===== src/rtl/ram_burst_pkg.sv =====
// Shared types and defaults for the burst RAM controller and its RAM model.
package ram_burst_pkg;

  localparam int DEF_DATA_W = 8;
  localparam int DEF_ADDR_W = 8;
  localparam int DEF_LEN_W  = 4;

  localparam logic RW_WRITE = 1'b0;
  localparam logic RW_READ  = 1'b1;

  typedef enum logic [2:0] {
    ST_IDLE      = 3'd0,
    ST_WRITE     = 3'd1,
    ST_READ_REQ  = 3'd2,
    ST_READ_WAIT = 3'd3,
    ST_READ_OUT  = 3'd4,
    ST_DONE      = 3'd5
  } state_e;

endpackage


===== src/rtl/ram_burst_ctrl.sv =====
// Burst controller: moves 1..2^LEN_W words between valid/ready streams and a
// synchronous single-port RAM, one command per burst.
module ram_burst_ctrl
  import ram_burst_pkg::*;
#(
  parameter int DATA_W = DEF_DATA_W,
  parameter int ADDR_W = DEF_ADDR_W,
  parameter int LEN_W  = DEF_LEN_W
) (
  input  logic              i_clk,
  input  logic              i_rst_n,
  input  logic              i_start,
  input  logic              i_rw,
  input  logic [ADDR_W-1:0] i_addr,
  input  logic [LEN_W-1:0]  i_len,
  output logic              o_busy,
  output logic              o_done,
  input  logic [DATA_W-1:0] i_wr_data,
  input  logic              i_wr_valid,
  output logic              o_wr_ready,
  output logic [DATA_W-1:0] o_rd_data,
  output logic              o_rd_valid,
  input  logic              i_rd_ready,
  output logic              o_cs,
  output logic              o_rd,
  output logic              o_wr,
  output logic [ADDR_W-1:0] o_ram_addr,
  output logic [DATA_W-1:0] o_ram_wdata,
  input  logic [DATA_W-1:0] i_ram_rdata
);

  localparam logic [ADDR_W-1:0] ADDR_ONE = {{(ADDR_W-1){1'b0}}, 1'b1};
  localparam logic [LEN_W-1:0]  CNT_ONE  = {{(LEN_W-1){1'b0}}, 1'b1};

  state_e            r_state;
  logic [ADDR_W-1:0] r_cur_addr;
  logic [LEN_W-1:0]  r_len;
  logic [LEN_W-1:0]  r_cnt;
  logic [DATA_W-1:0] r_rd_data;
  logic              r_busy;
  logic              r_done;
  logic              r_wr_ready;
  logic              r_rd_valid;
  logic              r_rd_req;

  logic              w_wr_beat;
  logic              w_last;
  logic [DATA_W-1:0] w_ram_wdata;

  // Write strobes follow wr_valid in the same cycle so a beat costs one clock.
  assign w_wr_beat = r_wr_ready & i_wr_valid;
  assign w_last    = (r_cnt == r_len);

  // Burst sequencer; status outputs are registered alongside the next state
  always_ff @(posedge i_clk or negedge i_rst_n) begin
    if (!i_rst_n) begin
      r_state    <= ST_IDLE;
      r_cur_addr <= {ADDR_W{1'b0}};
      r_len      <= {LEN_W{1'b0}};
      r_cnt      <= {LEN_W{1'b0}};
      r_rd_data  <= {DATA_W{1'b0}};
      r_busy     <= 1'b0;
      r_done     <= 1'b0;
      r_wr_ready <= 1'b0;
      r_rd_valid <= 1'b0;
      r_rd_req   <= 1'b0;
    end else begin
      case (r_state)
        ST_IDLE: begin
          if (i_start) begin
            r_cur_addr <= i_addr;
            r_len      <= i_len;
            r_cnt      <= {LEN_W{1'b0}};
            r_busy     <= 1'b1;
            case (i_rw)
              RW_WRITE: begin
                r_state    <= ST_WRITE;
                r_wr_ready <= 1'b1;
              end
              RW_READ: begin
                r_state  <= ST_READ_REQ;
                r_rd_req <= 1'b1;
              end
              default: begin
                r_state <= ST_IDLE;
                r_busy  <= 1'b0;
              end
            endcase
          end
        end
        ST_WRITE: begin
          if (i_wr_valid) begin
            if (w_last) begin
              r_state    <= ST_DONE;
              r_wr_ready <= 1'b0;
              r_done     <= 1'b1;
            end else begin
              r_cur_addr <= r_cur_addr + ADDR_ONE;
              r_cnt      <= r_cnt + CNT_ONE;
            end
          end
        end
        ST_READ_REQ: begin
          r_state  <= ST_READ_WAIT;
          r_rd_req <= 1'b0;
        end
        ST_READ_WAIT: begin
          r_rd_data  <= i_ram_rdata;
          r_state    <= ST_READ_OUT;
          r_rd_valid <= 1'b1;
        end
        ST_READ_OUT: begin
          if (i_rd_ready) begin
            r_rd_valid <= 1'b0;
            if (w_last) begin
              r_state <= ST_DONE;
              r_done  <= 1'b1;
            end else begin
              r_cur_addr <= r_cur_addr + ADDR_ONE;
              r_cnt      <= r_cnt + CNT_ONE;
              r_state    <= ST_READ_REQ;
              r_rd_req   <= 1'b1;
            end
          end
        end
        ST_DONE: begin
          r_state <= ST_IDLE;
          r_done  <= 1'b0;
          r_busy  <= 1'b0;
        end
        default: begin
          r_state    <= ST_IDLE;
          r_busy     <= 1'b0;
          r_done     <= 1'b0;
          r_wr_ready <= 1'b0;
          r_rd_valid <= 1'b0;
          r_rd_req   <= 1'b0;
        end
      endcase
    end
  end

  // Write data is only driven onto the RAM bus during an accepted beat
  always_comb begin
    w_ram_wdata = {DATA_W{1'b0}};
    if (w_wr_beat) begin
      w_ram_wdata = i_wr_data;
    end else begin
      w_ram_wdata = {DATA_W{1'b0}};
    end
  end

  assign o_busy      = r_busy;
  assign o_done      = r_done;
  assign o_wr_ready  = r_wr_ready;
  assign o_rd_valid  = r_rd_valid;
  assign o_rd_data   = r_rd_data;
  assign o_cs        = w_wr_beat | r_rd_req;
  assign o_wr        = w_wr_beat;
  assign o_rd        = r_rd_req;
  assign o_ram_addr  = r_cur_addr;
  assign o_ram_wdata = w_ram_wdata;

endmodule


===== config.mk =====
export PLATFORM = sky130hd
export DESIGN_NAME = ram_burst_ctrl
export DESIGN_NICKNAME = d
export VERILOG_FILES = /design/src/rtl/ram_burst_pkg.sv /design/src/rtl/ram_burst_ctrl.sv
export SDC_FILE = /design/constraint.sdc
export NUM_CORES = 1
export LEC_CHECK = 0
export BUFFER_PORTS_ARGS = -buffer_cell sky130_fd_sc_hd__buf_2
export CAP_MARGIN = 0
export CORE_MARGIN = 1
export CORE_UTILIZATION = 33
export DETAILED_ROUTE_END_ITERATION = 16
export SYNTH_ARGS = -nofsm -noshare
export SYNTH_HDL_FRONTEND = slang
export SYNTH_SLANG_ARGS = --single-unit

===== constraint.sdc =====
create_clock -name i_clk -period 4.6 [get_ports i_clk]
set_clock_uncertainty 0.05 [all_clocks]
set_input_delay 0.23 -clock i_clk [delete_from_list [all_inputs] [get_ports i_clk]]
set_output_delay 0.23 -clock i_clk [all_outputs]
set_load 0.02 [all_outputs]

==> results of run 1 <==
==> per-stage QoR <==
| stage | setup WS (ps) | area [um^2] | cells |
|---|---|---|---|
| floorplan | 2730 | 1800 | 183 |
| global placement | 2370 | 2170 | 309 |
| detailed placement | 2300 | 2170 | 309 |
| CTS | 2270 | 2290 | 318 |
| global route | 2120 | 2290 | 318 |
| finish | 2280 | 2290 | 318 |
==> placed cells by master, fill, tap and decap left out, types with 2 or more instances in the layout <==
master	count
buf_2	64
nor2_1	12
a2bb2oi_1	2
and4_1	3
inv_1	6
a21oi_1	11
nor3b_1	3
nand2_1	12
o2bb2ai_1	2
mux2i_1	2
mux2_2	12
xnor2_1	5
nor3_1	6
and3_1	9
nand3_1	3
o21ai_1	7
dfrtp_1	32
ha_1	3
and2_1	2
clkbuf_8	5
a31oi_1	4
o21ai_0	18
==> worst min path at each step <==
| stage | startpoint | slack, ps | endpoint |
|---|---|---|---|
| after floorplan | i_rst_n | -120 | o_busy |
| after global routing | i_len[1] | 110 | r_len[1] |
| after global placement | i_rst_n | 290 | o_ram_addr[6] |
| after CTS | i_ram_rdata[1] | 110 | o_rd_data[1] |
| after detailed placement | i_rst_n | 290 | o_ram_addr[0] |
| final | i_len[1] | 130 | r_len[1] |
==> cell usage after synthesis (2+ instances only) <==
master     number
o21ai_0        18
a2bb2oi_1       2
a21oi_1        11
nor3_1          6
buf_1           2
nor2_1         12
nor3b_1         3
mux2i_1         2
nand2_1        12
o21ai_1         7
inv_1           6
and3_1          9
xnor2_1         5
and4_1          3
o2bb2ai_1       2
clkbuf_1        5
dfrtp_1        32
and2_1          2
nand3_1         3
a31oi_1         4
ha_1            3
mux2_2         12
==> cells by family (layout without fill, tap and decap cells) <==
logic type,count (synthesis),count (layout),synth area share (%)
compound gates,53,53,18.9
xor+xnor,6,6,2.92
fa+ha+maj,4,4,2.85
buf+inv,14,79,3.34
flops,32,32,44.5
mux,15,15,9.25
simple gates,59,59,18.2
==> state kept, by name, summed over array words and instances (netlist names) <==
| signal | flops |
|---|---|
| r_cnt | 4 |
| r_state | 3 |
| o_rd_data | 8 |
| o_rd_valid | 1 |
| o_busy | 1 |
| r_len | 4 |
| o_rd | 1 |
| o_done | 1 |
| o_wr_ready | 1 |
| o_ram_addr | 8 |
==> power groups by stage <==
stage | sequential [uW] | clock (uW) | combinational [uW]
2_1_floorplan | 619 | 0 | 589
3_3_place_gp | 565 | 0 | 859
3_5_place_dp | 568 | 0 | 871
4_1_cts | 564 | 279 | 873
5_1_grt | 589 | 287 | 964
6_report | 564 | 266 | 862
==> area by class of cell <==
class                   count  share of cell area, %
clock inverters             2                   1.53
multi-input cells         137                   41.0
flip-flops and latches     32                   35.0
clock buffers               6                   3.17
repair buffers             65                   14.4
inverters                   6                  0.985
well taps                  70                   3.83
==> layer usage <==
layer / routed length, um / global-route usage, % / vias to the layer above
met5: 0 / 0 / -
li1: - / - / 798
met2: 1810 / 22.2 / 50
met1: 1910 / 20.0 / 739
met3: 239 / 4.10 / 4
met4: 50 / 5.97 / 0
==> what timing repair did <==
action	in CTS	in global routing
hold endpoints to repair	32	0
resized for setup	0	0
buffers inserted	0	0
hold buffers	1	0
==> results.md, run 1 <==
* Worst setup path endpoint: o_ram_addr[1]
* Die Area at 5750 um^2
* Via count at 1591
* H-tree levels at 2
* Synth top area share at 44.5%
* Total power at 1690 uW
* Die Wd at 75.8 um
* Final setup violation count at 0
* Post-DRT Antenna Nets at 0
* Synth Area per Inst at 9.83 um^2
* Synth Register Bits at 32
* Sum of negative setup slack at 0 ps
* Minimum clock period at between 2000 and 2500 ps
* Initial DRC count at 78
* Hold depth at 2
* Area contributors post-synth: dfrtp_1 45%, mux2_2 7.5%, o21ai_0 5.0%
* Critical path class: flop to flop
* Sw frac at 44.5%
* Critical-path cell list: mux2i_1, a211oi_4, nor2b_4, mux2_1
* Clk_lat worst skew at 280 ps
* Psw at 754 uW
* Cells on worst reg2reg path at 4
* Layout cells sized above 1 at 36.3%
* Buf+Inv Stages, Crit Path at 0
* Int Pwr at 939 uW
* Sequential Power Share at 33.3%
* Ys Warns at 0
* Final Cycle Share at 50.5%
* # rows at 26
* Max incr delay on CP at 780 ps
* R2r endpoint: o_ram_addr[1]
* Clk slew on worst S/H paths at around 70 ps
* Area of the multi-input gates at 938 um^2
* Critical path's slowest cell: dfrtp_1
* Antenna cells at 0
* Max_cap viols at 0
* Mapped Area at 1800 um^2
* Synth area leader: dfrtp_1
* Cell variety after synth at 44
* Worst Setup SP: r_state[2]
* Gp weighted congestion at approximately 0.83
* Power density over the cells at 740 nW/um^2
* Worst setup SP type: flop
* Relative slew slack at 52.4%
* Initial Util at 34.8%
* Sequential element share of the synthesized area at 44.5%
* Nets at roughly 280
* Port bufs at 64
* Slew Viols, Final at 0
* Crit path max-delay family: flip-flops
* Grt ovf at 0
* Core Region at 5170 um^2
* Syn Nets at 220
* Async SR Flop Fraction at 100%
* Worst EP required at 4700 ps
* Post-layout util at between 40 and 50%
* EDFF count, synth at 0
* Area growth syn-to-layout at 27.1%
* Final wirelength at 4.01 mm
* CP max FO at 22
* Register area at 801 um^2
* CTS buffer count at 5
* Vias in the first global route at 1355
* Comb power frac at 51.0%
* Pleak at roughly 0.0011 uW
* Initial antenna violation count at 0
* Remaining DRCs at 0
* Power share of the clock group at between 15 and 20%
* Largest net degree at the start of global routing at 33
* CTS root buf: clkbuf_8
* Worst-margin pin slew at 714 ps
* Cells after synthesis at 183
* Fmax achieved at 430 MHz
* Fillcell total at 499
* CTS tree: done
* Die H at roughly 76 um
* WP data arrival at about 2400 ps
* Maximum clock insertion buffer count at 2
* Total stage count of the critical path at 4
* Setup slack, reg-to-reg at 2280 ps
* RSZ-0062 raised after global routing: false
* Min Hold Slack at between 100 and 150 ps
* Reg-to-reg startpoint: r_state[2]
* Hold Vio Cnt, Final at 0
* # clock sinks at 32
* Vias/cell at 5.00
* Nature of the critical path endpoint: flop
* Max VDD drop at 0.000229 V
* Routed length per instance at 12.6 um
* Initial DRT Pass Iterations at 4
* Post-synth top flop: dfrtp_1
* Worst hold path type: input pin to flop
* Total Routing Usage GR at 14.8%
* I/O pin cnt at 65
* DP HPWL at about 2.8 mm
* First-pass GRT wire length at 6.32 mm
* Outcome: finished, final reports clean
Power figures use the tool's default switching activity.
==> run 2: changes to the inputs <==
clock period = 2.4 ns   (was 4.6 ns; I/O delays follow)
==> results.md, run 2 (synthesis gave the netlist of run 1 again) <==
* Outcome: finished, final reports clean
* Reg-to-reg startpoint: r_state[0]
* Critical path's slowest cell: dfrtp_1
* Remaining DRCs at 0 (unchanged)
* Setup slack, reg-to-reg at 440 ps (-1840 ps)
* CTS tree: done
* Cell Count Post-Placement at 312 (+0.97%)
* Worst-margin pin slew at 721 ps (+7.02 ps)
* Die Wd at 75.8 um (unchanged)
* Hold depth at 2 (unchanged)
* Grt ovf at 0 (unchanged)
* Setup WS pre-CTS at 452 ps (-1850 ps)
* Port bufs at 64 (unchanged)
* Area growth syn-to-layout at 29.4%
* I/O pin cnt at 65 (unchanged)
* Max VDD drop at 0.000532 V (+130%)
* Largest net degree at the start of global routing at 33 (unchanged)
* Relative slew slack at 51.9% (-0.47 points)
* Most common cell after layout, fill and taps aside: buf_2
* Initial DRT Pass Iterations at 4 (unchanged)
* Sum of negative setup slack at 0 ps (unchanged)
* Core Region at 5170 um^2 (unchanged)
* Most frequent cells in the layout: 64 x buf_2, 32 x dfrtp_1, 18 x o21ai_0
* Total Routing Usage GR at 14.7% (-0.039 points)
* Buf+Inv Stages, Crit Path at 0 (unchanged)
* # clock sinks at 32 (unchanged)
* Clk_lat worst skew at 280 ps (about the same)
* Max_cap viols at 0 (unchanged)
* Gp weighted congestion at 0.836 (+0.12%)
* Initial DRC count at 126 (+62%)
* Layout cells sized above 1 at 37.5% (+1.2 points)
* Die H at 75.8 um (unchanged)
* Clk slew on worst S/H paths at 70 ps (about the same)
* Non-Filler Instances at 321 (+0.94%)
* Fmax achieved at 510 MHz (+19%)
* Hold path startpoint: i_ram_rdata[7]
* CTS root buf: clkbuf_8
* PnR worst setup slack at 441 ps (-1840 ps)
* H-tree levels at 2 (unchanged)
* Fillcell total at 508 (+1.8%)
* Cells on worst reg2reg path at 4 (unchanged)
* Worst setup SP type: flop
* Critical path class: flop to flop
* Max incr delay on CP at 600 ps (-180 ps)
* Final Cycle Share at 81.6% (+31 points)
* Crit path max-delay family: compound AO/OA/AOI/OAI gates
* Initial Util at 34.8% (unchanged)
* Worst Hold Endpoint: o_rd_data[7]
* Maximum clock insertion buffer count at 2 (unchanged)
* DP HPWL at 3.00 mm (+5.6%)
* First-pass GRT wire length at 6.33 mm (+0.11%)
* Final setup violation count at 0 (unchanged)
* Nature of the critical path endpoint: flop
* Pleak at 0.00110 uW (+2.3%)
* # rows at 26 (unchanged)
* Vias/cell at 5.07 (+1.4%)
* Initial antenna violation count at 0 (unchanged)
* Nets at 287 (+1.1%)
* CTS buffer count at 5 (unchanged)
* WP data arrival at 2110 ps (-320 ps)
* Post-DRT Antenna Nets at 0 (unchanged)
* Critical-path cell list: xnor2_1, or2_1, a2111o_1, o2bb2ai_1
* Power density over the cells at 1430 nW/um^2 (+94%)
* Post-layout util at 45.0% (+0.80 points)
* Worst hold path type: input pin to flop
* Total power at 3340 uW (+97%)
* R2r endpoint: r_cnt[3]
* CP max FO at 17 (-23%)
* Hold Vio Cnt, Final at 0 (unchanged)
* Antenna cells at 0 (unchanged)
* RSZ-0062 raised after global routing: false
* Vias in the first global route at 1362 (+0.52%)
* Die Area at 5750 um^2 (unchanged)
* Final wirelength at 4.05 mm (+1.1%)
* Via count at 1628 (+2.3%)
* Minimum clock period at 1960 ps (-364 ps)
* Worst EP required at 2550 ps (-2150 ps)
* Slew Viols, Final at 0 (unchanged)
* Routed length per instance at 12.6 um (+0.15%)
==> run 2: changes by cell type in the layout (fill, tap and decap cells not counted) <==
cell / before / now
buf_4: 0 / 3
clkbuf_8: 5 / 7
clkbuf_1: 1 / 0
clkinv_2: 1 / 0
==> run 2: power breakdown <==
group	switching, uW	internal, uW	leakage, uW
logic	1010	735	0.000650
registers	243	789	0.000389
clock network	198	366	0.0000645
==> run 2: how the worst max path moves through the flow <==
stage | depth (start not counted) | end | slack [ps] | startpoint
after floorplan | 6 | o_ram_addr[1] | 530 | r_cnt[0]
after global placement | 5 | o_ram_addr[1] | 480 | r_cnt[0]
after detailed placement | 5 | o_ram_addr[1] | 450 | r_cnt[0]
after CTS | 5 | o_ram_addr[1] | 430 | r_cnt[0]
after global routing | 4 | o_ram_addr[1] | 290 | r_state[0]
final | 4 | r_cnt[3] | 440 | r_state[0]
==> run 2: through the flow <==
stage	hold slack [ps]	area [um^2]
floorplan	-226	1800
global route	9.64	2330
CTS	10.7	2330
detailed placement	179	2190
finish	18.1	2330
global placement	177	2190
==> run 2: timing repair <==
item,4_1_cts,5_1_grt
gates resized for setup,0,0
setup buffers,0,0
hold buffers,1,0
endpoints found under the hold margin,32,0
==> run 2: layer usage <==
metal / track usage, % / routed length [um] / part of all wire (%)
met3: 3.97 / 268 / 6.6
met2: 22.5 / 1850 / 46
met5: 0 / 0 / 0
met4: 5.56 / 58 / 1.4
met1: 19.9 / 1880 / 46
==> run 2: final cells by class <==
cell class	count	area (um^2)	share of cell area, %
clock buffers	7	96.3	4.14
clock inverters	1	30.0	1.29
flip-flops and latches	32	801	34.4
well taps	70	87.6	3.76
inverters	6	22.5	0.967
repair buffers	68	353	15.2
multi-input cells	137	938	40.3
